### config.mk
export PLATFORM = sky130hd
export DESIGN_NAME = decipher_core
export DESIGN_NICKNAME = d
export VERILOG_FILES = /design/src/rtl/crypto_pkg.sv /design/src/rtl/decipher_round.sv /design/src/rtl/decipher_core.sv
export SDC_FILE = /design/constraint.sdc
export NUM_CORES = 1
export LEC_CHECK = 0
export ABC_AREA = 1
export ABC_CLOCK_PERIOD_IN_PS = 2500
export BUFFER_PORTS_ARGS = -buffer_cell sky130_fd_sc_hd__buf_2
export CAP_MARGIN = 20
export CORE_MARGIN = 2
export CORE_UTILIZATION = 40
export DETAILED_ROUTE_END_ITERATION = 7
export PLACE_DENSITY = 0.63
export SLEW_MARGIN = 20
export SYNTH_ARGS = -nofsm -noshare
export SYNTH_HDL_FRONTEND = slang
export SYNTH_HIERARCHICAL = 1
export SYNTH_SLANG_ARGS = --single-unit
### constraint.sdc
create_clock -name clk -period 2.5 [get_ports clk]
set_input_delay 0.125 -clock clk [delete_from_list [all_inputs] [get_ports clk]]
set_output_delay 0.125 -clock clk [all_outputs]
set_load 0.005 [all_outputs]
### src/rtl/crypto_pkg.sv
// rtl/crypto_pkg.sv - shared cipher constants, FSM state type and round/key-schedule functions
// Imported by cripto and decipher_core so both sides of the cipher stay bit-consistent.
// The functions operate on CRYPTO_W-bit words; rotate amounts and round constants are arguments.
package crypto_pkg;

  localparam int                  CRYPTO_W      = 10;
  localparam int                  CRYPTO_ROUNDS = 4;
  localparam int                  CRYPTO_ROT    = 3;
  localparam logic [CRYPTO_W-1:0] CRYPTO_RC     = 10'h15B;

  typedef logic [CRYPTO_W-1:0] word_t;

  typedef enum logic [1:0] {
    ST_IDLE,
    ST_EXPAND,
    ST_DECRYPT,
    ST_DONE
  } state_t;

  function automatic word_t rotl(input word_t v, input int n);
    rotl = (v << n) | (v >> (CRYPTO_W - n));
  endfunction

  function automatic word_t rotr(input word_t v, input int n);
    rotr = (v >> n) | (v << (CRYPTO_W - n));
  endfunction

  // rk[i+1] = rotl(rk[i],1) ^ (i+1); idx carries the already-incremented index.
  function automatic word_t key_step_fwd(input word_t rk, input word_t idx);
    key_step_fwd = rotl(rk, 1) ^ idx;
  endfunction

  // rk[i-1] = rotr(rk[i] ^ i, 1); idx carries the current index i.
  function automatic word_t key_step_bwd(input word_t rk, input word_t idx);
    key_step_bwd = rotr(rk ^ idx, 1);
  endfunction

  function automatic word_t enc_round(input word_t x, input word_t rk, input int rot, input word_t rc);
    enc_round = rotl(x ^ rk, rot) + rc;
  endfunction

  function automatic word_t dec_round(input word_t y, input word_t rk, input int rot, input word_t rc);
    dec_round = rotr(y - rc, rot) ^ rk;
  endfunction

endpackage

### src/rtl/decipher_round.sv
// rtl/decipher_round.sv - combinational single decrypt round plus backward key step
// Ports:
//   y       in   ciphertext-side word for this round
//   rk      in   round key rk[i]
//   idx     in   round index i, zero-extended
//   x       out  plaintext-side word after undoing round i
//   rk_prev out  rk[i-1] (meaningless when i == 0)
module decipher_round import crypto_pkg::*; #(
  parameter int    ROT = CRYPTO_ROT,
  parameter word_t RC  = CRYPTO_RC
) (
  input  logic [CRYPTO_W-1:0] y,
  input  logic [CRYPTO_W-1:0] rk,
  input  logic [CRYPTO_W-1:0] idx,
  output logic [CRYPTO_W-1:0] x,
  output logic [CRYPTO_W-1:0] rk_prev
);

  assign x       = dec_round(y, rk, ROT, RC);
  assign rk_prev = key_step_bwd(rk, idx);

endmodule

### src/rtl/decipher_core.sv
// rtl/decipher_core.sv - iterative block decryptor, inverse of cripto
// Optional build macro: DECIPHER_KEY_CACHE_EN (caches rk[ROUNDS-1] of the last key to skip EXPAND).
// WIDTH must equal crypto_pkg::CRYPTO_W; the shared round functions are fixed to that width.
// Ports:
//   clk         in   clock
//   reset       in   synchronous, active-high reset
//   in_valid    in   request valid
//   in_ready    out  core idle, can accept a request
//   ciphertext  in   block to decrypt, sampled at accept
//   key         in   cipher key, sampled at accept
//   out_valid   out  plaintext valid
//   out_ready   in   consumer takes the result
//   plaintext   out  decrypted block (last completed result)
//   busy        out  high in EXPAND or DECRYPT
module decipher_core import crypto_pkg::*; #(
  parameter int               WIDTH  = CRYPTO_W,
  parameter int               ROUNDS = CRYPTO_ROUNDS,
  parameter int               ROT    = CRYPTO_ROT,
  parameter logic [WIDTH-1:0] RC     = CRYPTO_RC
) (
  input  logic             clk,
  input  logic             reset,
  input  logic             in_valid,
  output logic             in_ready,
  input  logic [WIDTH-1:0] ciphertext,
  input  logic [WIDTH-1:0] key,
  output logic             out_valid,
  input  logic             out_ready,
  output logic [WIDTH-1:0] plaintext,
  output logic             busy
);

  localparam int             CNT_W    = (ROUNDS > 1) ? $clog2(ROUNDS) : 1;
  localparam logic [CNT_W-1:0] CNT_ONE  = 1;
  localparam logic [CNT_W-1:0] LAST_EXP = CNT_W'(ROUNDS - 2);
  localparam logic [CNT_W-1:0] LAST_RND = CNT_W'(ROUNDS - 1);

  state_t           state;
  state_t           next_state;
  logic [WIDTH-1:0] data;
  logic [WIDTH-1:0] rk;
  logic [CNT_W-1:0] cnt;
  logic [CNT_W-1:0] cnt_inc;
  logic [WIDTH-1:0] plaintext_q;
  logic [WIDTH-1:0] rk_fwd;
  logic [WIDTH-1:0] round_x;
  logic [WIDTH-1:0] round_rk_prev;
  logic             cache_hit;
  logic [WIDTH-1:0] cache_rk;

  assign cnt_inc = cnt + CNT_ONE;
  assign rk_fwd  = key_step_fwd(rk, {{(WIDTH-CNT_W){1'b0}}, cnt_inc});

  decipher_round #(
    .ROT (ROT),
    .RC  (RC)
  ) u_round (
    .y       (data),
    .rk      (rk),
    .idx     ({{(WIDTH-CNT_W){1'b0}}, cnt}),
    .x       (round_x),
    .rk_prev (round_rk_prev)
  );

`ifdef DECIPHER_KEY_CACHE_EN
  logic [WIDTH-1:0] last_key;
  logic [WIDTH-1:0] last_rk;
  logic             cache_valid;

  // last_key is captured on a missing accept and only becomes usable once
  // its EXPAND finishes, so an aborted expansion never leaves a bad entry.
  always_ff @(posedge clk) begin
    if (reset) begin
      last_key    <= '0;
      last_rk     <= '0;
      cache_valid <= 1'b0;
    end else begin
      if (state == ST_IDLE && in_valid && !cache_hit) begin
        last_key    <= key;
        cache_valid <= 1'b0;
      end
      if (state == ST_EXPAND && cnt == LAST_EXP) begin
        last_rk     <= rk_fwd;
        cache_valid <= 1'b1;
      end
    end
  end

  assign cache_hit = cache_valid && (key == last_key);
  assign cache_rk  = last_rk;
`else
  assign cache_hit = 1'b0;
  assign cache_rk  = key;
`endif

  always_ff @(posedge clk) begin
    if (reset) begin
      state <= ST_IDLE;
    end else begin
      state <= next_state;
    end
  end

  always_comb begin
    next_state = state;
    case (state)
      ST_IDLE: begin
        if (in_valid) begin
          next_state = (ROUNDS == 1 || cache_hit) ? ST_DECRYPT : ST_EXPAND;
        end
      end
      ST_EXPAND: begin
        if (cnt == LAST_EXP) begin
          next_state = ST_DECRYPT;
        end
      end
      ST_DECRYPT: begin
        if (cnt == '0) begin
          next_state = ST_DONE;
        end
      end
      ST_DONE: begin
        if (out_ready) begin
          next_state = ST_IDLE;
        end
      end
      default: next_state = ST_IDLE;
    endcase
  end

  always_comb begin
    in_ready  = (state == ST_IDLE);
    out_valid = (state == ST_DONE);
    busy      = (state == ST_EXPAND) || (state == ST_DECRYPT);
  end

  // Rounds are undone from ROUNDS-1 down to 0 while the key walks backward,
  // so only the current round key is ever stored.
  always_ff @(posedge clk) begin
    if (reset) begin
      data        <= '0;
      rk          <= '0;
      cnt         <= '0;
      plaintext_q <= '0;
    end else begin
      case (state)
        ST_IDLE: begin
          if (in_valid) begin
            data <= ciphertext;
            if (cache_hit) begin
              rk  <= cache_rk;
              cnt <= LAST_RND;
            end else begin
              rk  <= key;
              cnt <= '0;
            end
          end
        end
        ST_EXPAND: begin
          rk  <= rk_fwd;
          cnt <= cnt_inc;
        end
        ST_DECRYPT: begin
          data <= round_x;
          if (cnt != '0) begin
            rk  <= round_rk_prev;
            cnt <= cnt - CNT_ONE;
          end else begin
            plaintext_q <= round_x;
          end
        end
        default: begin
        end
      endcase
    end
  end

  assign plaintext = plaintext_q;

endmodule
**Yosys cells after proc, flatten, opt, wreduce, memory -nomap -nowiden**

Cells that the tools add are included.

- Register bits: 34
- Input bits: 24
- Output and inout port bits: 13
- Word-level logic and storage cells: 47

- Add/sub/neg operators: 3
- Eq/ne operators: 9
- Muxes and demuxes: 13
- Bitwise gates (word level): 7
- Reduce and logical (&&, ||, !) cells: 10

Operators by type and width:

| kind | count |
|---|---|
| $mux 10 | 3 |
| $pmux 10 s3 | 1 |
| $pmux 10 s2 | 1 |
| $xor 10x2->10 | 2 |
| $mux 2 | 6 |
| $or 10x1->10 | 1 |
| $or 7x10->10 | 1 |
| $or 9x10->10 | 1 |
| $sub 10x9->10 const B | 1 |
| $xor 10x10->10 | 1 |
| $pmux 2 s4 | 1 |
| $eq 2x2->1 const B | 3 |
| $ne 2x2->1 const B | 3 |
| $pmux 2 s3 | 1 |
| $logic_not 2->1 | 2 |
| $ne 2x1->1 const B | 2 |
| $reduce_and 2->1 | 2 |
| $reduce_and 4->1 | 1 |
| $reduce_bool 2->1 | 2 |
| $reduce_and 3->1 | 1 |
| $reduce_bool 3->1 | 1 |
| $add 2x1->2 const B | 1 |
| $eq 2x1->1 const B | 1 |
| $sub 2x1->2 const B | 1 |
| 2 further kinds | 2 |

**Depth between registers and ports, before layout**

- Depth in word-level cells: 4
- Mapped depth: 12
- Depth with buffers taken out: 12

**By module**

The synthesis kept the hierarchy.

By module, submodules not included:

| module | instances | cells an instance | area each (um^2) | sequential area each (um^2) |
|---|---|---|---|---|
| decipher_core | 1 | 268 | 1712.9 | 680.7 |
| decipher_round | 1 | 77 | 447.9 | 0.0 |

**Least setup slack after synthesis**

Ideal clock, no wire load.

- Path type: reg2reg
- Start point: register state[0]
- End point: register cnt[0]
- Setup time: 0.070 ns
- Data arrival time: 1.347 ns
- Data required time: 2.430 ns
- Setup slack: 1.084 ns
- Cell stages (with the launch flop): 8
- Path buffers: 1
- Clock period less this slack: 1.416 ns
- Path through: dfxtp_1 -> inv_1 -> ha_1 -> buf_2 -> inv_1 -> nor3_1 -> nand2_1 -> a21oi_1

- Word-level cells in the longest chain between the ends: 3
- Elaborated cells on any way between the ends: 8
- Those cells by class: eq/ne (4); mux (1); reduce/logical (3)

Ends and longest elaborated chain:

| element | RTL line | RTL |
|---|---|---|
| from (decl) | decipher_core.sv:38 | `state_t state;` |
| from (signal assigned) | decipher_core.sv:100 | `state <= next_state;` |
| $eq 2x2->1, or another cell as far along | decipher_core.sv:146 | `case (state)` |
| $ne 2x1->1 (no source line), or another cell as far along | -- |  |
| $reduce_and 3->1 (no source line) | -- |  |
| to (signal assigned) | decipher_core.sv:161 | `cnt <= cnt_inc;` |
| to (signal assigned) | decipher_core.sv:167 | `cnt <= cnt - CNT_ONE;` |
| to (decl) | decipher_core.sv:42 | `logic [CNT_W-1:0] cnt;` |

Parallel ways exist; a longest one is shown, timed or not.
A chain may end at the register's enable or synchronous reset.

**Worst setup path after layout**

- Start point: register state[0]
- End point: register cnt[1]

The elaborated chain is that of the path after synthesis.

==> metrics.yaml <==
grt:
  grt_pass1_wl_mm: 9.03
  antenna_found_initial: 0
  grt_pass1_vias: 2008
  grt_max_degree: 31
  grt.total_usage_pct: 19.1
  grt_overflow: 0
die:
  num_rows: 26
  dieArea_um2: 6010
  initial_utilization_pct: 41.8
  die_y_um: 77.5
  pin_count: 37
  die_x_um: 77.5
  core_um2: 5170
setup_path:
  worst_path_max_delay_cell: "dfxtp_1"
  cp_data_required_time_ns: 2.71
  path_buf_inv: 2
  startpoint_type: "register"
  rrSetupSlack_ns: 0.65
  slowest_delay_ns: 0.40
  path_class: "register to register"
  critPathTopFamily: "simple AND/OR/NAND/NOR gates"
  reg2reg_depth: 7
  critPathMaxFanout: 15
  path_cells: "inv_1 -> ha_1 -> nand2_1 -> nand3_2 -> inv_2 -> nand3_1 -> a21oi_1"
  cp_data_arrival_time_ns: 2.06
  r2r-start: "state[0]$_SDFFE_PP0P_"
  r2r_end: "cnt[1]$_SDFFE_PP0P_"
  end_kind: "register"
clocking:
  clockBufferDepth: 2
  worstSkewPairLatency_ns: 0.29
  numCtsBuffers: 5
  cts_resized: 0
  cts_tree: "yes"
  cts_hold_buf: 0
  cts_sinks: 34
  root_buffer: "clkbuf_8"
  path_clk_slew_ns: 0.06
  cts_setup_buffers: 0
  cts.htree.levels: 2
sta:
  fin_crit_ns: 1.85
  final_hold_viol_count: 0
  rsz0062_at_grt: "no"
  fin_crit_sh_pct: 74.1
  tightest_slew_ns: 0.859
  maxSlewHeadroom_pct: 42.7
  slew_violations: 0
  setup_viol: 0
  fin_hold_ws_ns: 0.0596
  setup_tns_ns: 0
  skew_ns: 0.0108
  setup_ws_ns: 0.648
  fmax_mhz: 540
worst_hold_path:
  whs_path_depth: 2
  hp-start: "reset"
  worstHoldPathType: "primary input to register"
  worstHoldEndpoint: "cnt[0]$_SDFFE_PP0P_"
synthesis:
  synth_cells: 345
  yosys.area.top_type: "dfxtp_1"
  synth_common_cells: "103 x nand2_1, 59 x nor2_1, 34 x dfxtp_1, 28 x inv_1, 21 x o21ai_0"
  synth.top_cell.area_share_pct: 31.5
  ys_seq_area_share_pct: 31.5
  synth-simple-area-share_pct: 33.6
  ys_ff_latch: 34
  syn_avg_cell_area_um2: 6.26
  synth_area_leaders: "dfxtp_1 31%, nand2_1 18%, nor2_1 10%"
  synth_ff_type: "dfxtp_1"
  synth_edf_count: 0
  yosysWarnings: 6
  synth_top_family_by_area: "simple AND/OR/NAND/NOR gates"
  synthAdderAreaFrac_pct: 4.63
  synth_compound_area_share_pct: 11.6
  synthesis.area_um2: 2160
  yosysMostFrequentCell: "nand2_1"
  synth_cell_types: 25
  synthXorXnorAreaFrac_pct: 10.1
  synth_mux_area_share_pct: 0
  synthArstFlopShare_pct: 0
placement:
  place.gp.congestion: 0.809
  dpl.hpwl_mm: 3.98
  port_buffers: 36
  dp_cells: 450
  dpl-instance-area_um2: 2430
  pre_cts_slack_ns: 0.673
routing:
  num_vias: 2144
  drc: 0
  drt-initial-drc-count: 84
  avgRoutedWirePerCell_um: 11.7
  first_pass_iters: 4
  postRouteAntennaNets: 0
  routed_wl_mm: 5.37
  via_per_inst: 4.69
final_layout:
  n_antenna_cell: 0
  multi_input_area_um2: 1330
  fillers: 554
  drive_above_1_share_pct: 14.2
  instances_no_fill: 457
  final_util_pct: 49.2
  regArea_um2: 681
  nets: 419
  finalInstanceArea_um2: 2540
  syn_to_final_growth_pct: 17.7
outcome:
  status: "finished clean"
run:
  max-cap-violations: 0
power_and_ir_drop:
  power.total_mw: 3.24
  powerDensity_nw_per_um2: 1280
  peakVddDrop_mv: 0.555
  leakagePower_nw: 1.26
## power breakdown
part / switching (mW) / total, mW / leakage (nW) / internal (mW)
Clock: 0.204 / 0.523 / 0.0573 / 0.319
Combinational: 1.06 / 1.73 / 0.921 / 0.675
Sequential: 0.231 / 0.987 / 0.281 / 0.756
## layout make-up
type,count,share of cell area [%]
flip-flops and latches,34,26.8
clock inverters,1,1.18
repair buffers,40,8.27
inverters,33,4.87
well taps,70,3.44
multi-input cells,273,52.2
clock buffers,6,3.25
## routing by layer
layer	vias up	share of wire [%]	GRT usage (%)
met1	935	46	22.9
met2	49	46	32.3
met3	16	4.7	3.95
li1	1144	-	-
met4	0	2.8	9.29
met5	-	0	0
## registers in the layout, summed over array words and instances, names as in the netlist
name and count:
plaintext 10, rk 10, data 10, state 2, cnt 2
## cell families (layout without fill, tap and decap cells)
| group | after synthesis | after routing |
|---|---|---|
| compound gates | 49 | 49 |
| buf+inv | 45 | 80 |
| other cells | 1 | 8 |
| xor+xnor | 25 | 25 |
| simple gates | 183 | 183 |
| fa+ha+maj | 8 | 8 |
| flops | 34 | 34 |
## layout by cell type, fill, tap and decap left out, drive strengths merged, types with 6 or more instances in the layout
master	instances
o21ai	33
nand3	15
clkbuf	6
buf	40
inv	32
xnor2	9
a21oi	15
dfxtp	34
conb	8
ha	8
xor2	16
nor2	59
nand2	105
## worst max-delay path by stage
stage / end / slack, ns / start / depth (start not counted)
6_report: cnt[1]$_SDFFE_PP0P_ / 0.65 / state[0]$_SDFFE_PP0P_ / 7
2_1_floorplan: cnt[0]$_SDFFE_PP0P_ / 1.08 / state[0]$_SDFFE_PP0P_ / 7
5_1_grt: state[0]$_SDFFE_PP0P_ / 0.45 / state[0]$_SDFFE_PP0P_ / 8
3_3_place_gp: state[1]$_SDFFE_PP0P_ / 0.73 / state[0]$_SDFFE_PP0P_ / 8
3_5_place_dp: state[0]$_SDFFE_PP0P_ / 0.67 / state[0]$_SDFFE_PP0P_ / 8
4_1_cts: cnt[1]$_SDFFE_PP0P_ / 0.64 / state[0]$_SDFFE_PP0P_ / 7
No activity file was read; power rests on OpenSTA's default activity.
